## src/rtl/fsk_byte_deframer.sv

```systemverilog
// Async-character deframer behind the FSK bit detector: start/data/parity/stop framing
// into a small first-word-fall-through FIFO with registered error pulses.
module fsk_byte_deframer #(
  parameter int NDATA      = 8,
  parameter int PARITY_EN  = 0,
  parameter int PARITY_ODD = 0,
  parameter int FIFO_AW    = 2
) (
  input  logic               clk,
  input  logic               rst_n,
  input  logic               rx_bit,
  input  logic               ok_rx_bit,
  input  logic               fsk_start,
  input  logic               fsk_res,
  output logic [NDATA-1:0]   dout,
  output logic               dout_valid,
  input  logic               dout_ready,
  output logic [FIFO_AW:0]   fifo_cnt,
  output logic               busy,
  output logic               frame_err,
  output logic               par_err,
  output logic               abort,
  output logic               ovf
);

  localparam int DEPTH = 1 << FIFO_AW;

  typedef enum logic [2:0] {IDLE, START, DATA, PAR, STOP} state_e;

  state_e           state_q, state_d;
  logic [NDATA-1:0] shreg_q, shreg_d;
  logic [3:0]       bcnt_q, bcnt_d;
  logic             acc_q, acc_d;
  logic             bad_q, bad_d;
  logic             push_req;
  logic             ferr_d, perr_d, abort_d;
  logic             frame_err_q, par_err_q, abort_q, ovf_q;

  logic [NDATA-1:0] mem_q [DEPTH];
  logic [FIFO_AW-1:0] wptr_q, rptr_q;
  logic [FIFO_AW:0] cnt_q;
  logic             full, pop, do_push, ovf_d;

  always_comb begin
    state_d  = state_q;
    shreg_d  = shreg_q;
    bcnt_d   = bcnt_q;
    acc_d    = acc_q;
    bad_d    = bad_q;
    push_req = 1'b0;
    ferr_d   = 1'b0;
    perr_d   = 1'b0;
    abort_d  = 1'b0;
    if (fsk_res) begin
      state_d = IDLE;
      shreg_d = '0;
      bcnt_d  = '0;
      acc_d   = 1'b0;
      bad_d   = 1'b0;
      abort_d = (state_q == DATA) || (state_q == PAR) || (state_q == STOP);
    end else if (fsk_start) begin
      state_d = START;
      shreg_d = '0;
      bcnt_d  = '0;
      acc_d   = 1'b0;
      bad_d   = 1'b0;
    end else if (ok_rx_bit) begin
      case (state_q)
        IDLE: ;
        START: begin
          shreg_d = '0;
          bcnt_d  = '0;
          acc_d   = 1'b0;
          bad_d   = 1'b0;
          if (rx_bit) begin
            ferr_d  = 1'b1;
            state_d = IDLE;
          end else begin
            state_d = DATA;
          end
        end
        DATA: begin
          // LSB arrives first, so shift right and insert at the MSB
          shreg_d = (shreg_q >> 1) | (NDATA'(rx_bit) << (NDATA-1));
          acc_d   = acc_q ^ rx_bit;
          bcnt_d  = bcnt_q + 4'd1;
          if (bcnt_q == 4'(NDATA-1))
            state_d = (PARITY_EN != 0) ? PAR : STOP;
        end
        PAR: begin
          if ((acc_q ^ rx_bit) != 1'(PARITY_ODD)) bad_d = 1'b1;
          state_d = STOP;
        end
        STOP: begin
          push_req = rx_bit & ~bad_q;
          ferr_d   = ~rx_bit;
          perr_d   = bad_q;
          state_d  = START;
        end
        default: state_d = IDLE;
      endcase
    end
  end

  // A full FIFO still accepts a push when the head leaves in the same cycle
  assign full    = (cnt_q == (FIFO_AW+1)'(DEPTH));
  assign pop     = (cnt_q != '0) & dout_ready;
  assign do_push = push_req & (~full | pop);
  assign ovf_d   = push_req & full & ~pop;

  always_ff @(posedge clk or negedge rst_n) begin
    if (!rst_n) begin
      state_q     <= IDLE;
      shreg_q     <= '0;
      bcnt_q      <= '0;
      acc_q       <= 1'b0;
      bad_q       <= 1'b0;
      frame_err_q <= 1'b0;
      par_err_q   <= 1'b0;
      abort_q     <= 1'b0;
      ovf_q       <= 1'b0;
      wptr_q      <= '0;
      rptr_q      <= '0;
      cnt_q       <= '0;
    end else begin
      state_q     <= state_d;
      shreg_q     <= shreg_d;
      bcnt_q      <= bcnt_d;
      acc_q       <= acc_d;
      bad_q       <= bad_d;
      frame_err_q <= ferr_d;
      par_err_q   <= perr_d;
      abort_q     <= abort_d;
      ovf_q       <= ovf_d;
      if (do_push) wptr_q <= wptr_q + 1'b1;
      if (pop)     rptr_q <= rptr_q + 1'b1;
      case ({do_push, pop})
        2'b10:   cnt_q <= cnt_q + 1'b1;
        2'b01:   cnt_q <= cnt_q - 1'b1;
        default: cnt_q <= cnt_q;
      endcase
    end
  end

  always_ff @(posedge clk) begin
    if (do_push) mem_q[wptr_q] <= shreg_q;
  end

  // Storage is not reset, so the head is masked while empty
  assign dout       = (cnt_q != '0) ? mem_q[rptr_q] : '0;
  assign dout_valid = (cnt_q != '0);
  assign fifo_cnt   = cnt_q;
  assign busy       = (state_q != IDLE);
  assign frame_err  = frame_err_q;
  assign par_err    = par_err_q;
  assign abort      = abort_q;
  assign ovf        = ovf_q;

endmodule
```

## config.mk

```make
export PLATFORM = sky130hd
export DESIGN_NAME = fsk_byte_deframer
export DESIGN_NICKNAME = d
export VERILOG_FILES = /design/src/rtl/fsk_byte_deframer.sv
export SDC_FILE = /design/constraint.sdc
export NUM_CORES = 1
export LEC_CHECK = 0
export CAP_MARGIN = 15
export CORE_ASPECT_RATIO = 0.5
export CORE_UTILIZATION = 35
export DETAILED_ROUTE_END_ITERATION = 16
export GPL_ROUTABILITY_DRIVEN = 1
export SETUP_SLACK_MARGIN = 0.05
export SLEW_MARGIN = 20
export SYNTH_ARGS = -nofsm -noshare
export SYNTH_HDL_FRONTEND = slang
export SYNTH_SLANG_ARGS = --single-unit
```

## constraint.sdc

```tcl
create_clock -name clk -period 2.5 [get_ports clk]
set_input_delay 0.5 -clock clk [delete_from_list [all_inputs] [get_ports clk]]
set_output_delay 0.5 -clock clk [all_outputs]
set_load 0.005 [all_outputs]
```

==> run summary <==
outcome - finished, final reports clean
post-synth top area share - 35.2%
routability cong. - 0.829
maximum VDD drop - 0.000282 V
htree depth - 3
most common cell after layout, fill and taps aside - edfxtp_1
CTS Buf Count - 9
CTS max path bufs - 2
drt total wl - 5260 um
DRT iter0 DRCs - 83
Worst Tran Pin Value - 423 ps
Hold Fails Final Rpt - 0
max-slew violation total from the final report - 0
hpwl dp - 3600 um
Synthesized Nets - 223
post-synthesis cell type count - 49
Initial Util - 36.8%
post-route insts no fill - 360
clock power share - 41.0%
clock latency on the worst-skew pair - 320 ps
Mapped Area - 2730 um^2
total track usage - 14.6%
synthesized instance count - 210
Sw Share - 24.1%
site row count - 22
Detail Route Antenna Nets - 0
DRC Markers - 0
Yosys top cell by area - edfxtp_1
Critical Path RT - 2730 ps
total grt overflow - 0
RSZ-0062 raised after global routing - no
post-synthesis sequential area ratio - 60.8%
leakage power - 0.00159 uW
vias in the first global route - 1740
most frequent cells in the layout - 32 x edfxtp_1, 28 x dfrtp_1, 25 x nand2_1
die height - 64.5 um
first-pass GRT wire length - 8760 um
antenna diode count - 0
CP max FO - 3
fmax - 0.424 GHz
Root Driver - clkbuf_16
layout cell share with drive strength beyond 1 - 20.5%
Max-Cap Viols - 0
vias per std cell - 4.90
CTS tree - built
Post-Place Cells - 343
core area - 7430 um^2
Worst-path clk slew - 50 ps
Switch Pwr - 752 uW
Max transition margin - 71.6%
Post-synth EDFFs - 32
Final period util - 94.4%
Final Core Density - 48.5%
Hold Buf Count CTS - 0
sequential share of power - 36.6%
r2r setup slk - 330 ps
Comb pwr share - 22.5%
routed vias - 1765
Final #Nets - 272
Ports - 24
critical path endpoint category - flip-flop
Synth warnings - 0
wire per inst - 14.6 um
syn avg cell area - 13.0 um^2
Buffers on Ports - 23
Die ar. - 8180 um^2
most used flip-flop cell after synthesis - edfxtp_1
Area contributors post-synth - edfxtp_1 35%, dfrtp_1 26%, mux4_2 6.6%
pin count of the biggest net entering global routing - 29
post-layout min period - 2360 ps
asr flop ratio synth - 46.7%
Hold WC Path Type - reg -> reg
FF+latch count, synth - 60
antenna violations before repair - 0
die width - 127 um
worst setup skew after layout - 3.18 ps
Worst Path Arrival - 2590 ps
internal power - 2360 uW
crit path kind - in -> reg
Pwr Density - 865 nW/um^2
final setup violation count - 0
drt first pass iters - 4
clock sinks - 60
Layout area overhead - 31.8%
startpoint types - input port
## cells by family (layout without fill, tap and decap cells)
logic type	Yosys count	after routing	synth area share, %
AND/OR/NAND/NOR	74	74	15.8
AO/OA/AOI/OAI	33	33	7.70
XOR/XNOR	6	6	1.92
multiplexers	11	11	7.74
flip-flops	60	60	60.8
buffers and inverters	20	74	3.02
adder cells (fa/ha/maj)	6	6	3.02
## worst paths after layout
path	from	end	cells past startpoint
worst max-delay path	fsk_res	fifo_cnt[2]	8
worst min-delay path	bcnt_q[1]	bcnt_q[1]	2
worst max register to register	state_q[2]	fifo_cnt[2]	7
worst min register to register	bcnt_q[1]	bcnt_q[1]	2
max in group asynchronous	rst_n	shreg_q[0]	2
min in group asynchronous	rst_n	abort	2
## timing repair
item	in CTS	in global routing
endpoints found under the setup margin	8	9
hold endpoints to repair	0	0
buffers inserted	1	0
gates resized for setup	2	9
cloned	0	0
## layer usage
layer / track usage [%] / wire length [um]
met4: 8.04 / 72
met1: 18.8 / 2610
met2: 22.7 / 2380
met5: 0 / 0
met3: 3.88 / 197
## worst max-delay path, stage by stage
cell and delay (ps):
clkdlybuf4s50_1 430, or4b_4 550, nor2_2 140, nor2_1 80, fa_2 360, and4_1 200, a211o_1 270, o221ai_1 70
## stage by stage
| step | hold WS [ps] | power (uW) | area, um^2 | setup slack [ps] | TNS (ps) |
|---|---|---|---|---|---|
| floorplan | 204 | 1530 | 2730 | 205 | 0 |
| global placement | 499 | 1830 | 3250 | -159 | -462 |
| detailed placement | 507 | 1850 | 3250 | -253 | -1620 |
| CTS | 516 | 3160 | 3580 | 9.99 | 0 |
| global route | 550 | 3250 | 3600 | 63.2 | 0 |
| finish | 511 | 3110 | 3600 | 140 | 0 |
## state kept, by name, summed over array words and instances (netlist names)
signal / cells
state_q: 3
ovf: 1
shreg_q: 8
rptr_q: 2
mem_q: 32
abort: 1
wptr_q: 2
par_err: 1
fifo_cnt: 3
bad_q: 1
frame_err: 1
acc_q: 1
bcnt_q: 4
## cells in the mapped netlist, drive strengths merged, types with 3 or more instances
cell	count
nor3	5
dfrtp	28
buf	5
ha	5
nand4	3
mux4	8
o21ai	11
xnor2	4
nand3	3
clkbuf	5
and2	13
inv	10
nor2	6
nand2	25
a21oi	7
edfxtp	32
## final cells by class
cell class | instances | area [um^2]
inverters | 10 | 37.5
clock buffers | 11 | 233
flip-flops and latches | 60 | 1660
multi-input cells | 130 | 990
well taps | 96 | 120
fillers | 631 | 3830
repair buffers | 48 | 483
clock inverters | 5 | 76.3
## power groups by stage
| stage | registers [uW] | clock network (uW) | logic [uW] |
|---|---|---|---|
| final | 1140 | 1280 | 699 |
| after global routing | 1150 | 1340 | 764 |
| after CTS | 1140 | 1290 | 727 |
| after detailed placement | 1150 | 0 | 698 |
| after global placement | 1150 | 0 | 683 |
| after floorplan | 1140 | 0 | 392 |
Note: power is estimated with default switching activity, not from simulation.
